$ cat src/rtl/inverse_permute_module.sv
// rtl/inverse_permute_module.sv - bit-serial inverse pi permutation of one 25-bit slice
// Output bit (x,y) receives input bit (y, (2x+3y) mod 5); one bit per RUN cycle.
module inverse_permute_module #(
  parameter int size    = 5,
  parameter int memsize = 25,
  parameter int laneLen = 64
) (
  input  logic               clk,
  input  logic               rst,
  input  logic               initDecode,
  input  logic               start,
  input  logic [memsize-1:0] sliceIn,
  output logic               busy,
  output logic               done,
  output logic [memsize-1:0] sliceOut,
  output logic [5:0]         sliceCnt,
  output logic               lastSlice
);

  typedef enum logic [1:0] {IDLE, RUN, DONE} state_t;

  state_t             state;
  logic [2:0]         x, y, t, tb;
  logic [memsize-1:0] src_reg, work_reg, work_next;
  logic [4:0]         dst_idx, src_idx;
  logic [2:0]         t_plus2, t_step, tb_plus3, tb_step;
  logic               last_bit;

  // 5*n is formed as (n<<2)+n so no multiplier is needed.
  always_comb begin
    dst_idx   = {y, 2'b00} + {2'b00, y} + {2'b00, x};
    src_idx   = {t, 2'b00} + {2'b00, t} + {2'b00, y};
    work_next = work_reg;
    work_next[dst_idx] = src_reg[src_idx];
    t_plus2   = t + 3'd2;
    t_step    = (t_plus2 >= 3'd5) ? t_plus2 - 3'd5 : t_plus2;
    tb_plus3  = tb + 3'd3;
    tb_step   = (tb_plus3 >= 3'd5) ? tb_plus3 - 3'd5 : tb_plus3;
    last_bit  = (x == 3'(size - 1)) && (y == 3'(size - 1));
  end

  always_ff @(posedge clk or posedge rst) begin
    if (rst) begin
      state     <= IDLE;
      x         <= '0;
      y         <= '0;
      t         <= '0;
      tb        <= '0;
      src_reg   <= '0;
      work_reg  <= '0;
      busy      <= 1'b0;
      done      <= 1'b0;
      sliceOut  <= '0;
      sliceCnt  <= '0;
      lastSlice <= 1'b0;
    end else if (initDecode) begin
      state     <= IDLE;
      busy      <= 1'b0;
      done      <= 1'b0;
      lastSlice <= 1'b0;
      sliceCnt  <= '0;
    end else begin
      case (state)
        IDLE: begin
          done      <= 1'b0;
          lastSlice <= 1'b0;
          if (start) begin
            src_reg <= sliceIn;
            x       <= '0;
            y       <= '0;
            t       <= '0;
            tb      <= '0;
            busy    <= 1'b1;
            state   <= RUN;
          end
        end
        RUN: begin
          work_reg <= work_next;
          if (last_bit) begin
            sliceOut  <= work_next;
            done      <= 1'b1;
            lastSlice <= (sliceCnt == 6'(laneLen - 1));
            sliceCnt  <= (sliceCnt == 6'(laneLen - 1)) ? 6'd0 : sliceCnt + 6'd1;
            state     <= DONE;
          end else if (x == 3'(size - 1)) begin
            // Row wrap: t restarts at 3y mod 5 for the new row.
            x  <= '0;
            y  <= y + 3'd1;
            tb <= tb_step;
            t  <= tb_step;
          end else begin
            x <= x + 3'd1;
            t <= t_step;
          end
        end
        DONE: begin
          done      <= 1'b0;
          lastSlice <= 1'b0;
          busy      <= 1'b0;
          state     <= IDLE;
        end
        default: state <= IDLE;
      endcase
    end
  end

endmodule
$ cat config.mk
export PLATFORM = sky130hd
export DESIGN_NAME = inverse_permute_module
export DESIGN_NICKNAME = d
export VERILOG_FILES = /design/src/rtl/inverse_permute_module.sv
export SDC_FILE = /design/constraint.sdc
export NUM_CORES = 1
export LEC_CHECK = 0
export ABC_AREA = 0
export CAP_MARGIN = 25
export CORE_UTILIZATION = 57
export CTS_BUF_LIST = sky130_fd_sc_hd__clkbuf_16
export CTS_CLUSTER_SIZE = 16
export DETAILED_ROUTE_END_ITERATION = 8
export PLACE_DENSITY = 0.86
export SKIP_CTS_REPAIR_TIMING = 1
export SLEW_MARGIN = 15
export SYNTH_ARGS = -nofsm -noshare
export SYNTH_HDL_FRONTEND = slang
export SYNTH_SLANG_ARGS = --single-unit
$ cat constraint.sdc
create_clock -name clk -period 4.65 [get_ports clk]
set_input_delay 0.93 -clock clk [delete_from_list [all_inputs] [get_ports clk]]
set_output_delay 0.93 -clock clk [all_outputs]
set_load 0.01 [all_outputs]
### Word level (Yosys, flattened, before mapping)

Index checks and enable logic that the tools add are counted.
Widths: inputs -> output; s select.

* output and inout port bits: 34
* word-level logic and storage cells: 94
* register bits after elaboration: 98

* add/sub/neg operators: 11
* bitwise operators: 1
* equality and inequality tests: 10
* magnitude comparators: 5
* reductions and logical operators: 18
* mux-type cells: 37

Operators with widths (number)
* $mux 3: 11
* $bwmux 25: 1
* $mux 6: 4
* $pmux 3 s2: 4
* $add 5x3->5: 4
* $lt 5x6->1 const B: 2
* $reduce_and 2->1: 5
* $mux 1: 8
* $add 3x1->3 const B: 2
* $add 3x2->3 const B: 2
* $add 6x1->6 const B: 1
* $eq 3x3->1 const B: 2
* $eq 6x6->1 const B: 1
* $ge 3x3->1 const B: 2
* $mux 2: 3
* $ne 2x2->1 const B: 3
* $ne 3x3->1 const B: 2
* $pmux 1 s2: 3
* $reduce_and 3->1: 2
* $reduce_bool 2->1: 3
* $reduce_bool 3->1: 2
* $sub 3x3->3 const B: 2
* $bmux 1 s5: 1
* $demux 1 s5: 1
* 10 further kinds: 11

### Logic depth before layout (Yosys ltp)

Gate-level depths: netlist of run 1.

* depth after elaboration: 7
* depth in mapped cells: 12
* gate-level depth less buffers: 9

### Least setup slack after synthesis of run 1

No wires, ideal clock.

* path kind: register to register
* start point: register t[0]
* end point: register work_reg[24]
* arrival time: 3.215 ns
* setup time: 0.125 ns
* path slack: 1.311 ns
* cell stages (with the launch flop): 11
* path through: dfrtp_1 > fa_1 > inv_1 > fa_1 > buf_2 > mux4_2 > mux4_2 > a21oi_4 > a21oi_4 > buf_6 > mux2_2

* longest elaborated chain between the ends: 5

RTL lines
* from (decl): RTL line 23 `logic [2:0] x, y, t, tb;`
* from (signal assigned): RTL line 90 `t <= tb_step;`
* from (signal assigned): RTL line 93 `t <= t_step;`
* $add 5x3->5 (2 in series): RTL line 32 `src_idx = {t, 2'b00} + {2'b00, t} + {2'b00, y};`
* $bmux 1 s5: RTL line 34 `work_next[dst_idx] = src_reg[src_idx];`
* $mux 1 (not written as such): RTL line 34
* $bwmux 25: RTL line 34
* to (signal assigned): RTL line 78 `work_reg <= work_next;`
* to (decl): RTL line 24 `logic [memsize-1:0] src_reg, work_reg, work_next;`

No other way between the ends. The select of a mux whose other input is x is not followed.
A chain may end at the register's enable or synchronous reset.

### Final worst setup path of run 1

* start point: register t[0]
* end point: register sliceOut[14]

* longest elaborated chain between the ends: 5

RTL lines
* $add 5x3->5 (2 in series): RTL line 32
* $bmux 1 s5: RTL line 34
* $mux 1 (not written as such): RTL line 34
* $bwmux 25: RTL line 34
* to (signal assigned): RTL line 80 `sliceOut <= work_next;`
* to (decl): RTL line 15 `output logic [memsize-1:0] sliceOut,`

No other way between the ends. The select of a mux whose other input is x is not followed.

==> impl_metrics.csv, run 1 <==
group,metric,value,unit
outcome,status,"completed",
grt,grt_antenna_before_repair,0,
yosys,synth_edf_count,0,
min_path,holdPathStages,1,
min_path,hold_path_startpoint,"src_reg[10]",
clock_tree,cts_sinks,98,
place,place.detailed.hpwl,9260,um
setup_path,crit_fanout,17,
setup_path,startpoint,"t[0]",
floorplan,dieArea,0.0107,mm2
setup_path,start_kind,"register",
drt,routed_wl,13500,um
place,gp_congestion,0.874,
yosys,syn_inst,572,
grt,track_usage,26.5,%
clock_tree,cts_max_level,3,
clock_tree,cts_tree,"done",
yosys,postSynthNetCount,627,
clock_tree,clock_path_buffers,2,
yosys,ys_seq_area_share,41.7,%
drt,first_pass_iters,5,
floorplan,rows,36,
final_layout,fin_nets,673,
power,power.density,457,mW/mm2
drt,antenna_left,0,
yosys,synth_area_per_cell,10.3,um2
drt,wl_per_cell,18.0,um
grt,grt_max_degree,64,
drt,route.layer.met1.wl,6050,um
floorplan,initial_core_util,59.6,%
timing,hold_ws,0.486,ns
setup_path,r2r.worst_path.cells,8,
setup_path,crit_required,4.88,ns
drt,via_per_inst,6.20,
drt,drt_iter0_markers,368,
yosys,syn_area,0.00588,mm2
yosys,synthFlopType,"dfrtp_1",
grt,grt_pass1_vias,4680,
clock_tree,cts_root_buf,"clkbuf_16",
floorplan,dieWidth,104,um
min_path,hold_path_class,"reg -> reg",
power,total_power,3.12,mW
timing,setup_viol,0,
clock_tree,cts_buffers,9,
setup_path,cp-end-kind,"register",
drt,top_layer_used,"met4",
flow_run,drv_cap,0,
place,io_buffers,62,
final_layout,antenna_cells,0,
drt,vias,4676,
timing,fin_crit_sh,83.6,%
setup_path,rr_startpoint,"t[0]",
timing,finalHoldViolations,0,
final_layout,final_layout_size_suffix_gt1_share,9.34,%
yosys,async_flop_share,100,%
drt,wl_met3,697,um
power,ir_drop,0.312,mV
timing,fin_skew,0.0107,ns
clock_tree,worst_skew_pair.late_latency,0.35,ns
grt,grt_pass1_wl,23000,um
timing,tightest_slew,1.07,ns
timing,slew_headroom,28.7,%
yosys,ys_ff_latch,98,
timing,fmax,257,MHz
timing,slew_violations,0,
floorplan,die_h,104,um
yosys,ys_warn_count,0,
yosys,synth.distinct_cells,55,
setup_path,critical_path_class,"reg -> reg",
timing,rsz0062_at_grt,"no",
floorplan,core-area,0.00986,mm2
drt,wl_met2,6560,um
power,leakage,3.13,nW
grt,grt-ovfl-total,0,
final_layout,fillers,701,
timing,totalNegativeSetupSlack,0,ns
drt,drc,0,
floorplan,io_pins,63,
setup_path,cp.arrival,4.12,ns
clock_tree,clkTransAtPathRegs,0.07,ns
final_layout,areaGrowthSynthToFinish,16.1,%
timing,fin_crit,3.89,ns
==> synthesized netlist by cell type, types with 5 or more instances <==
| master | instances | area, um2 |
|---|---|---|
| nand3_1 | 25 | 125 |
| inv_1 | 17 | 63.8 |
| mux4_2 | 5 | 113 |
| dfrtp_1 | 98 | 2450 |
| a31oi_1 | 5 | 31.3 |
| a21oi_1 | 6 | 30.0 |
| mux2i_1 | 25 | 250 |
| mux2_2 | 7 | 78.8 |
| mux2_4 | 18 | 270 |
| a41o_1 | 16 | 160 |
| o31ai_1 | 7 | 52.6 |
| a21o_1 | 11 | 82.6 |
| xnor2_1 | 7 | 61.3 |
| mux2_1 | 28 | 315 |
| nor2_1 | 17 | 63.8 |
| nor3_1 | 36 | 180 |
| o22a_1 | 6 | 52.6 |
| and3_1 | 7 | 43.8 |
| buf_1 | 7 | 26.3 |
| o21ai_0 | 13 | 65.1 |
| buf_2 | 5 | 25.0 |
| nand4_1 | 6 | 37.5 |
| o21ai_1 | 15 | 75.1 |
| a211oi_1 | 8 | 60.1 |
| ha_1 | 22 | 275 |
| nand2_1 | 67 | 251 |
| nor4_1 | 5 | 31.3 |
| nand2b_1 | 10 | 62.6 |
| clkbuf_1 | 22 | 82.6 |
==> cells in the final DEF, fill, tap and decap left out, drive strengths merged, types with 6 or more instances in the layout <==
| master | instances |
|---|---|
| a211oi | 8 |
| a21o | 11 |
| a21oi | 8 |
| a41o | 16 |
| and3 | 7 |
| buf | 10 |
| clkbuf | 9 |
| clkdlybuf4s50 | 62 |
| dfrtp | 98 |
| ha | 22 |
| inv | 24 |
| mux2 | 53 |
| mux2i | 25 |
| nand2 | 67 |
| nand2b | 10 |
| nand3 | 25 |
| nand4 | 6 |
| nor2 | 17 |
| nor3 | 36 |
| o21ai | 28 |
| o22a | 6 |
| o31ai | 7 |
| xnor2 | 7 |
==> layer usage <==
layer	track usage [%]	up-vias
met5	0	-
met4	8.39	0
met3	4.59	24
met2	44.0	177
met1	35.5	2298
li1	-	2177
==> path summary, 6_finish.rpt <==
path,slack (ns),end
setup / recovery,0.76,sliceOut[14]
min in group asynchronous,1.08,sliceOut[19]
hold / removal,0.49,src_reg[10]
max in group asynchronous,2.79,done
setup reg to reg,0.76,sliceOut[14]
hold reg to reg,0.49,src_reg[10]
==> worst max-delay path, cell delays in order (launching register included) <==
cell and delay [ns]:
dfrtp_1 0.47, fa_1 0.57, inv_1 0.07, fa_1 0.80, mux2_1 0.37, o22ai_1 0.21
o31a_1 0.38, nand2_1 0.50, a41o_1 0.39
==> area by class of cell <==
cell class / count / area, um2 / area share, %
multi-input combinational: 417 / 3190 / 46.8
sequential: 98 / 2450 / 35.9
timing repair buffer: 72 / 693 / 10.2
clock buffer: 9 / 225 / 3.30
tap: 133 / 166 / 2.44
inverter: 20 / 77.6 / 1.14
clock inverter: 5 / 18.8 / 0.275
==> cell families (layout without fill, tap and decap cells) <==
group / Yosys count / count (layout) / share of synthesized area [%]
AOI/OAI and AO/OA: 100 / 100 / 12.5
xor gates and xnor gates: 10 / 10 / 1.49
adders and majority gates: 26 / 26 / 6.05
buffers and inverters: 57 / 106 / 4.13
DFF: 98 / 98 / 41.7
muxes: 83 / 83 / 17.5
and+or+nand+nor: 198 / 198 / 16.7
==> stage by stage <==
stage	util (%)	cells	area, um2	setup WS (ns)
floorplan	-	572	5880	1.16
global placement	66.7	739	6580	0.940
detailed placement	66.7	739	6580	0.843
CTS	69.1	753	6820	0.765
global route	69.2	754	6820	0.514
finish	69.2	754	6820	0.761
==> power breakdown <==
| part | internal [mW] | switching, mW | leakage (nW) | total, mW |
|---|---|---|---|---|
| clock network | 0.348 | 0.306 | 0.134 | 0.653 |
| registers | 0.974 | 0.102 | 1.30 | 1.08 |
| logic | 0.517 | 0.875 | 1.69 | 1.39 |
Note: power is estimated with default switching activity, not from simulation.
==> inputs of run 2 (changes only) <==
- CORE_UTILIZATION: 57 -> 52
- PLACE_DENSITY: 0.86 -> 0.83
- clock period: 4.65 -> 3.55 ns (I/O delays scaled with it)
==> run 2 against run 1 <==
  * Critical path depth is the same
  * Utilization shrank 5.5 points
  * Non-clock buffer count grew 9
  * Sequential cell count is the same
  * Critical path type unchanged
  * Critical endpoint is now work_reg[23]
  * Largest power group unchanged
==> impl_metrics.csv, run 2 (same netlist as run 1, synthesis figures left out) <==
group,metric,value,unit
final_layout,final_layout_size_suffix_gt1_share,11.7,%
drt,antenna_left,0,
setup_path,critical_path_class,"reg -> reg",
final_layout,areaGrowthSynthToFinish,18.5,%
clock_tree,cts_max_level,3,
place,place.detailed.hpwl,9770,um
floorplan,core-area,0.0109,mm2
setup_path,path_cells,"fa_1, inv_1, fa_2, mux4_2, mux4_2, a21oi_4, a21oi_4, mux2_2",
timing,tightest_slew,0.707,ns
drt,routed_wl,13800,um
floorplan,die_h,108,um
setup_path,rr_startpoint,"t[2]",
power,power_switching,1.73,mW
final_layout,layout_common_cells,"97 x dfrtp_1, 67 x nand2_1, 62 x clkdlybuf4s50_1",
clock_tree,cts_sinks,98,
final_layout,stdcell_area,0.00696,mm2
clock_tree,worst_skew_pair.late_latency,0.34,ns
power,swShare,40.2,%
drt,vias,4662,
grt,grt_pass1_vias,4707,
floorplan,initial_core_util,53.7,%
setup_path,startpoint,"t[2]",
setup_path,max_stage_delay,0.68,ns
timing,fin_crit_sh,95.7,%
power,ir_drop,0.441,mV
grt,grt_antenna_before_repair,0,
setup_path,cp-end-kind,"register",
clock_tree,cts_root_buf,"clkbuf_16",
power,p_seq_share,32.4,%
timing,fin_skew,0.00825,ns
drt,wl_per_cell,17.8,um
grt,track_usage,25.5,%
final_layout,final_common_cell,"dfrtp_1",
timing,finalHoldViolations,0,
setup_path,crit_fanout,25,
grt,grt-ovfl-total,0,
setup_path,r2r.worst_path.cells,8,
timing,slew_headroom,52.5,%
final_layout,regArea,0.00245,mm2
place,dpl_cell_area,0.00667,mm2
grt,grt_max_degree,58,
place,io_buffers,62,
place,dp_slack,-0.0773,ns
timing,slew_violations,0,
timing,fin_crit,3.40,ns
timing,setup_viol,0,
clock_tree,clock_path_buffers,2,
outcome,status,"completed",
clock_tree,cts_tree,"done",
place,gp_congestion,0.904,
floorplan,rows,38,
clock_tree,cts_buffers,9,
timing,setup_ws,0.151,ns
power,combinationalPowerShare,45.5,%
setup_path,start_kind,"register",
final_layout,fin_nets,682,
drt,drt_iter0_markers,331,
setup_path,crit_required,3.78,ns
final_layout,fillers,878,
power,leakage,3.18,nW
floorplan,io_pins,63,
setup_path,slowest_stage,"fa_2",
power,clkPwrFrac,22.1,%
floorplan,dieArea,0.0117,mm2
floorplan,dieWidth,108,um
final_layout,antenna_cells,0,
timing,rsz0062_at_grt,"no",
setup_path,cp.arrival,3.63,ns
setup_path,reg2reg_slack,0.15,ns
power,power.density,618,mW/mm2
grt,grt_pass1_wl,23200,um
setup_path,timing.rr.end,"work_reg[23]",
drt,via_per_inst,6.05,
timing,fmax,294,MHz
flow_run,drv_cap,0,
drt,first_pass_iters,5,
power,intPower,2.57,mW
min_path,hold_path_class,"reg -> reg",
drt,drc,0,
final_layout,multi_input_area,0.00319,mm2
setup_path,cp-endpoint,"work_reg[23]",
clock_tree,clkTransAtPathRegs,0.07,ns
run 2: changes by cell type in the layout (fill, tap and decap cells not counted), sizes merged:
| cell | previous run | this run |
|---|---|---|
| clkinv | 1 | 4 |
| inv | 24 | 20 |
| buf | 10 | 19 |
| bufinv | 0 | 1 |
| clkinvlp | 0 | 1 |
run 2: how the worst min path moves through the flow:
stage             endpoint  cells after the start         from  slack, ns
3_3_place_gp   src_reg[14]                      1  src_reg[14]       0.47
4_1_cts        src_reg[17]                      1  src_reg[17]       0.49
6_report       src_reg[17]                      1  src_reg[17]       0.49
3_5_place_dp   src_reg[17]                      1  src_reg[17]       0.47
2_1_floorplan  src_reg[21]                      1  src_reg[21]       0.45
5_1_grt        src_reg[17]                      1  src_reg[17]       0.50
run 2: power groups by stage:
| stage | sequential, mW | combinational (mW) | clock [mW] |
|---|---|---|---|
| after floorplan | 1.38 | 1.54 | 0 |
| after global placement | 1.40 | 1.82 | 0 |
| after detailed placement | 1.41 | 1.92 | 0 |
| after CTS | 1.39 | 1.95 | 0.965 |
| after global routing | 1.41 | 2.12 | 1.02 |
| final | 1.40 | 1.96 | 0.950 |
run 2: critical path: cells and delay by family (launching register included):
family | cells | cell delay (ns)
adder cells (fa/ha/maj) | 2 | 1.22
AO/OA/AOI/OAI | 2 | 0.32
flip-flops | 1 | 0.45
buffers and inverters | 1 | 0.06
multiplexers | 3 | 1.22
run 2: cell type report:
class	instances	area share (%)
sequential	98	35.3
multi-input combinational	417	45.9
inverter	20	1.11
clock buffer	9	3.24
clock inverter	6	0.845
tap	140	2.52
timing repair buffer	81	11.1
run 2: routing by layer:
layer	up-vias	GRT usage (%)	part of all wire, %
li1	2193	-	-
met1	2292	33.8	43
met2	155	42.1	49
met3	22	4.88	5.7
met4	0	8.40	1.7
met5	-	0	0
run 2: metrics by stage:
step / utilization (%) / setup TNS (ns) / instances / power (mW) / hold WS (ns)
after floorplan: - / 0 / 572 / 2.91 / 0.450
after global placement: 60.9 / 0 / 755 / 3.22 / 0.465
after detailed placement: 61.0 / -0.914 / 756 / 3.33 / 0.474
after CTS: 63.6 / -2.20 / 771 / 4.30 / 0.490
after global routing: 63.6 / 0 / 771 / 4.55 / 0.502
final: 63.6 / 0 / 771 / 4.30 / 0.487
==> inputs of run 3 (changes only) <==
- SLEW_MARGIN: 15 -> 0
==> results of run 3 <==
Final layout, timing and power as in run 2 (identical DEF).
==> RTL edit: new RTL, config.mk and constraints of run 1 <==
Reset style: synchronous (`rst`), changed in one clocked block.
--- a/src/rtl/inverse_permute_module.sv
+++ b/src/rtl/inverse_permute_module.sv
@@ -39,7 +39,7 @@
     last_bit  = (x == 3'(size - 1)) && (y == 3'(size - 1));
   end
 
-  always_ff @(posedge clk or posedge rst) begin
+  always_ff @(posedge clk) begin
     if (rst) begin
       state     <= IDLE;
       x         <= '0;
Formal check against the unedited RTL: differs if rst is asserted again (counterexample within 4 cycles, from zero or initial values and one cycle with rst high); with rst held inactive, the same outputs for 10 cycles.
==> RTL edit against run 1 <==
  * Area after synthesis fell by 16%
  * Cell area fell by 14%
  * Routed wire length fell by 7.3%
  * Maximum frequency rose by 7.5%
  * Via count fell by 3.0%
  * Sequential cell count did not move
  * Worst setup slack improved by 0.27 ns
Power is not compared: it rests on default switching activity, and its combinational part moved more than twofold at a synthesized area within 25%.
==> RTL edit: results (changes against run 1) <==
| Metric | Value |
|---|---|
| Outcome | finished, final reports clean |
| First-pass GRT wire length | 20290 um (-12%) |
| Yosys cell types | 45 (-18%) |
| Largest net degree at the start of global routing | 51 (-20%) |
| Reg power frac | 50.9% |
| Area leader, netlist | dfxtp_1 |
| H-tree depth | 3 (unchanged) |
| Synth warn | 0 (unchanged) |
| Complex-gate fraction of the synthesized area | 15.31% (+2.8 points) |
| Max_slew headroom | 35.61% (+6.9 points) |
| PD cells | 286.2 nW/um^2 |
| Switch share | 24.89% |
| Comb_multi_in | 461 (+11%) |
| Non-clock buffering overhead | 11.34% (+1.2 points) |
| Adder-Cell Fraction of Synth Area | 7.161% (+1.1 points) |
| Clk cell area share | 4.716% (+1.1 points) |
| Vias in the first global route | 4285 (-8.4%) |
| Syn Area/Cell | 8.122 sq um (-21%) |
| RD Place Congestion | 0.8472 (-3.0%) |
| Asr flop ratio synth | 0% (-100 points) |
| Drt initial violations | 347 (-5.7%) |
| Clk_skew | 0.009608 ns (-0.001135 ns) |
| Total Routing Usage GR | 28.84% (+2.3 points) |
| Post-synth top cells | 120 x nand2_1, 98 x dfxtp_1, 73 x a21oi_1 |
| Share of cells above drive strength 1 | 5.606% (-3.7 points) |
| Worst hold path type | reg -> reg |
| Seq/Total Area, Yosys | 39.54% (-2.2 points) |
| Ant. Diodes | 0 (unchanged) |
| Net Count, Synth | 666 (+6.2%) |
| DP Wirelength | 8371 um (-9.6%) |
| Via Count | 4534 (-3.0%) |
| Multi-input logic area | 2790 sq um (-13%) |
| Seq. cell area | 1962 sq um (-20%) |
| Max rail drop VDD | 0.1971 mV |
| Worst-path cell with the longest stage delay | fa_1 |
| Placed cells | 749 (+1.4%) |
| CTS Buffer Depth | 2 (unchanged) |
| PortBufs | 62 (unchanged) |
| Gate Count Post-Synth | 611 (+6.8%) |
| Post-synthesis mux area share | 8.825% (-8.7 points) |
| Root buf cell | clkbuf_16 |
| Final cell count without fillers | 765 (+1.5%) |
| Leak | 2.120 nW |
| Synth Area in XOR/XNOR | 2.295% (+0.80 points) |
| Critical Path Most Common Cell | fa_1 |
| Area after DPL | 5612 sq um (-15%) |
| Ranking of synthesized cells by area | dfxtp_1 40%, nand2_1 9.1%, a21oi_1 7.4% |
| Crit Path Max Fanout | 48 (+31) |
| Inserted Clock Buffers | 9 (unchanged) |
| Slowest stage delay, CP | 0.62 ns (-0.18 ns) |
| Clock group | 0.711 mW |
| Avg WL per Cell | 16.41 um (-8.6%) |
| Fill cells | 644 (-8.1%) |
| Share of the synthesized area in the top cell type | 39.54% (-2.2 points) |
| Bufs w/o clock | 69 (-4.2%) |
| Nonclk inv count | 16 (-20%) |
| NumNets Final | 710 (+5.5%) |
-- RTL edit: changes by cell type in the layout (fill, tap and decap cells not counted), moves of 28 or more --
| cell | run 1 | this run |
|---|---|---|
| dfrtp_1 | 98 | 0 |
| dfxtp_1 | 0 | 98 |
| a21oi_1 | 5 | 73 |
| nand2_1 | 67 | 120 |
| nor2_1 | 17 | 49 |
| mux2_1 | 28 | 0 |
-- RTL edit: worst max-delay path, delay by kind of cell, from the launching register on --
| kind | cells | cell delay [ns] |
|---|---|---|
| compound gates | 1 | 0.11 |
| xor+xnor | 1 | 0.32 |
| fa+ha+maj | 2 | 1.05 |
| buf+inv | 1 | 0.07 |
| flops | 1 | 0.47 |
| mux | 2 | 1.14 |
| simple gates | 1 | 0.31 |
-- RTL edit: path summary, 6_finish.rpt --
path / startpoint / to / slack (ns) / depth (start not counted)
max: y[2] / sliceOut[22] / 1.03 / 8
min: work_reg[23] / work_reg[23] / 0.46 / 2
max reg2reg: y[2] / sliceOut[22] / 1.03 / 8
min reg2reg: work_reg[23] / work_reg[23] / 0.46 / 2
-- RTL edit: layer usage --
| metal | up-vias | share of wire, % | track usage (%) |
|---|---|---|---|
| met5 | - | 0 | 0 |
| met4 | 0 | 1.9 | 11.49 |
| met3 | 28 | 5.7 | 4.944 |
| met2 | 179 | 49 | 48.87 |
| met1 | 2129 | 43 | 36.28 |
| li1 | 2198 | - | - |
-- RTL edit: stage by stage --
step / total power [mW] / hold slack (ns) / setup WS [ns]
floorplan: 0.9454 / 0.4312 / 1.630
global placement: 0.9855 / 0.4364 / 1.206
detailed placement: 0.9900 / 0.4466 / 1.105
CTS: 1.683 / 0.4580 / 1.064
global route: 1.735 / 0.4753 / 0.8573
finish: 1.685 / 0.4574 / 1.031
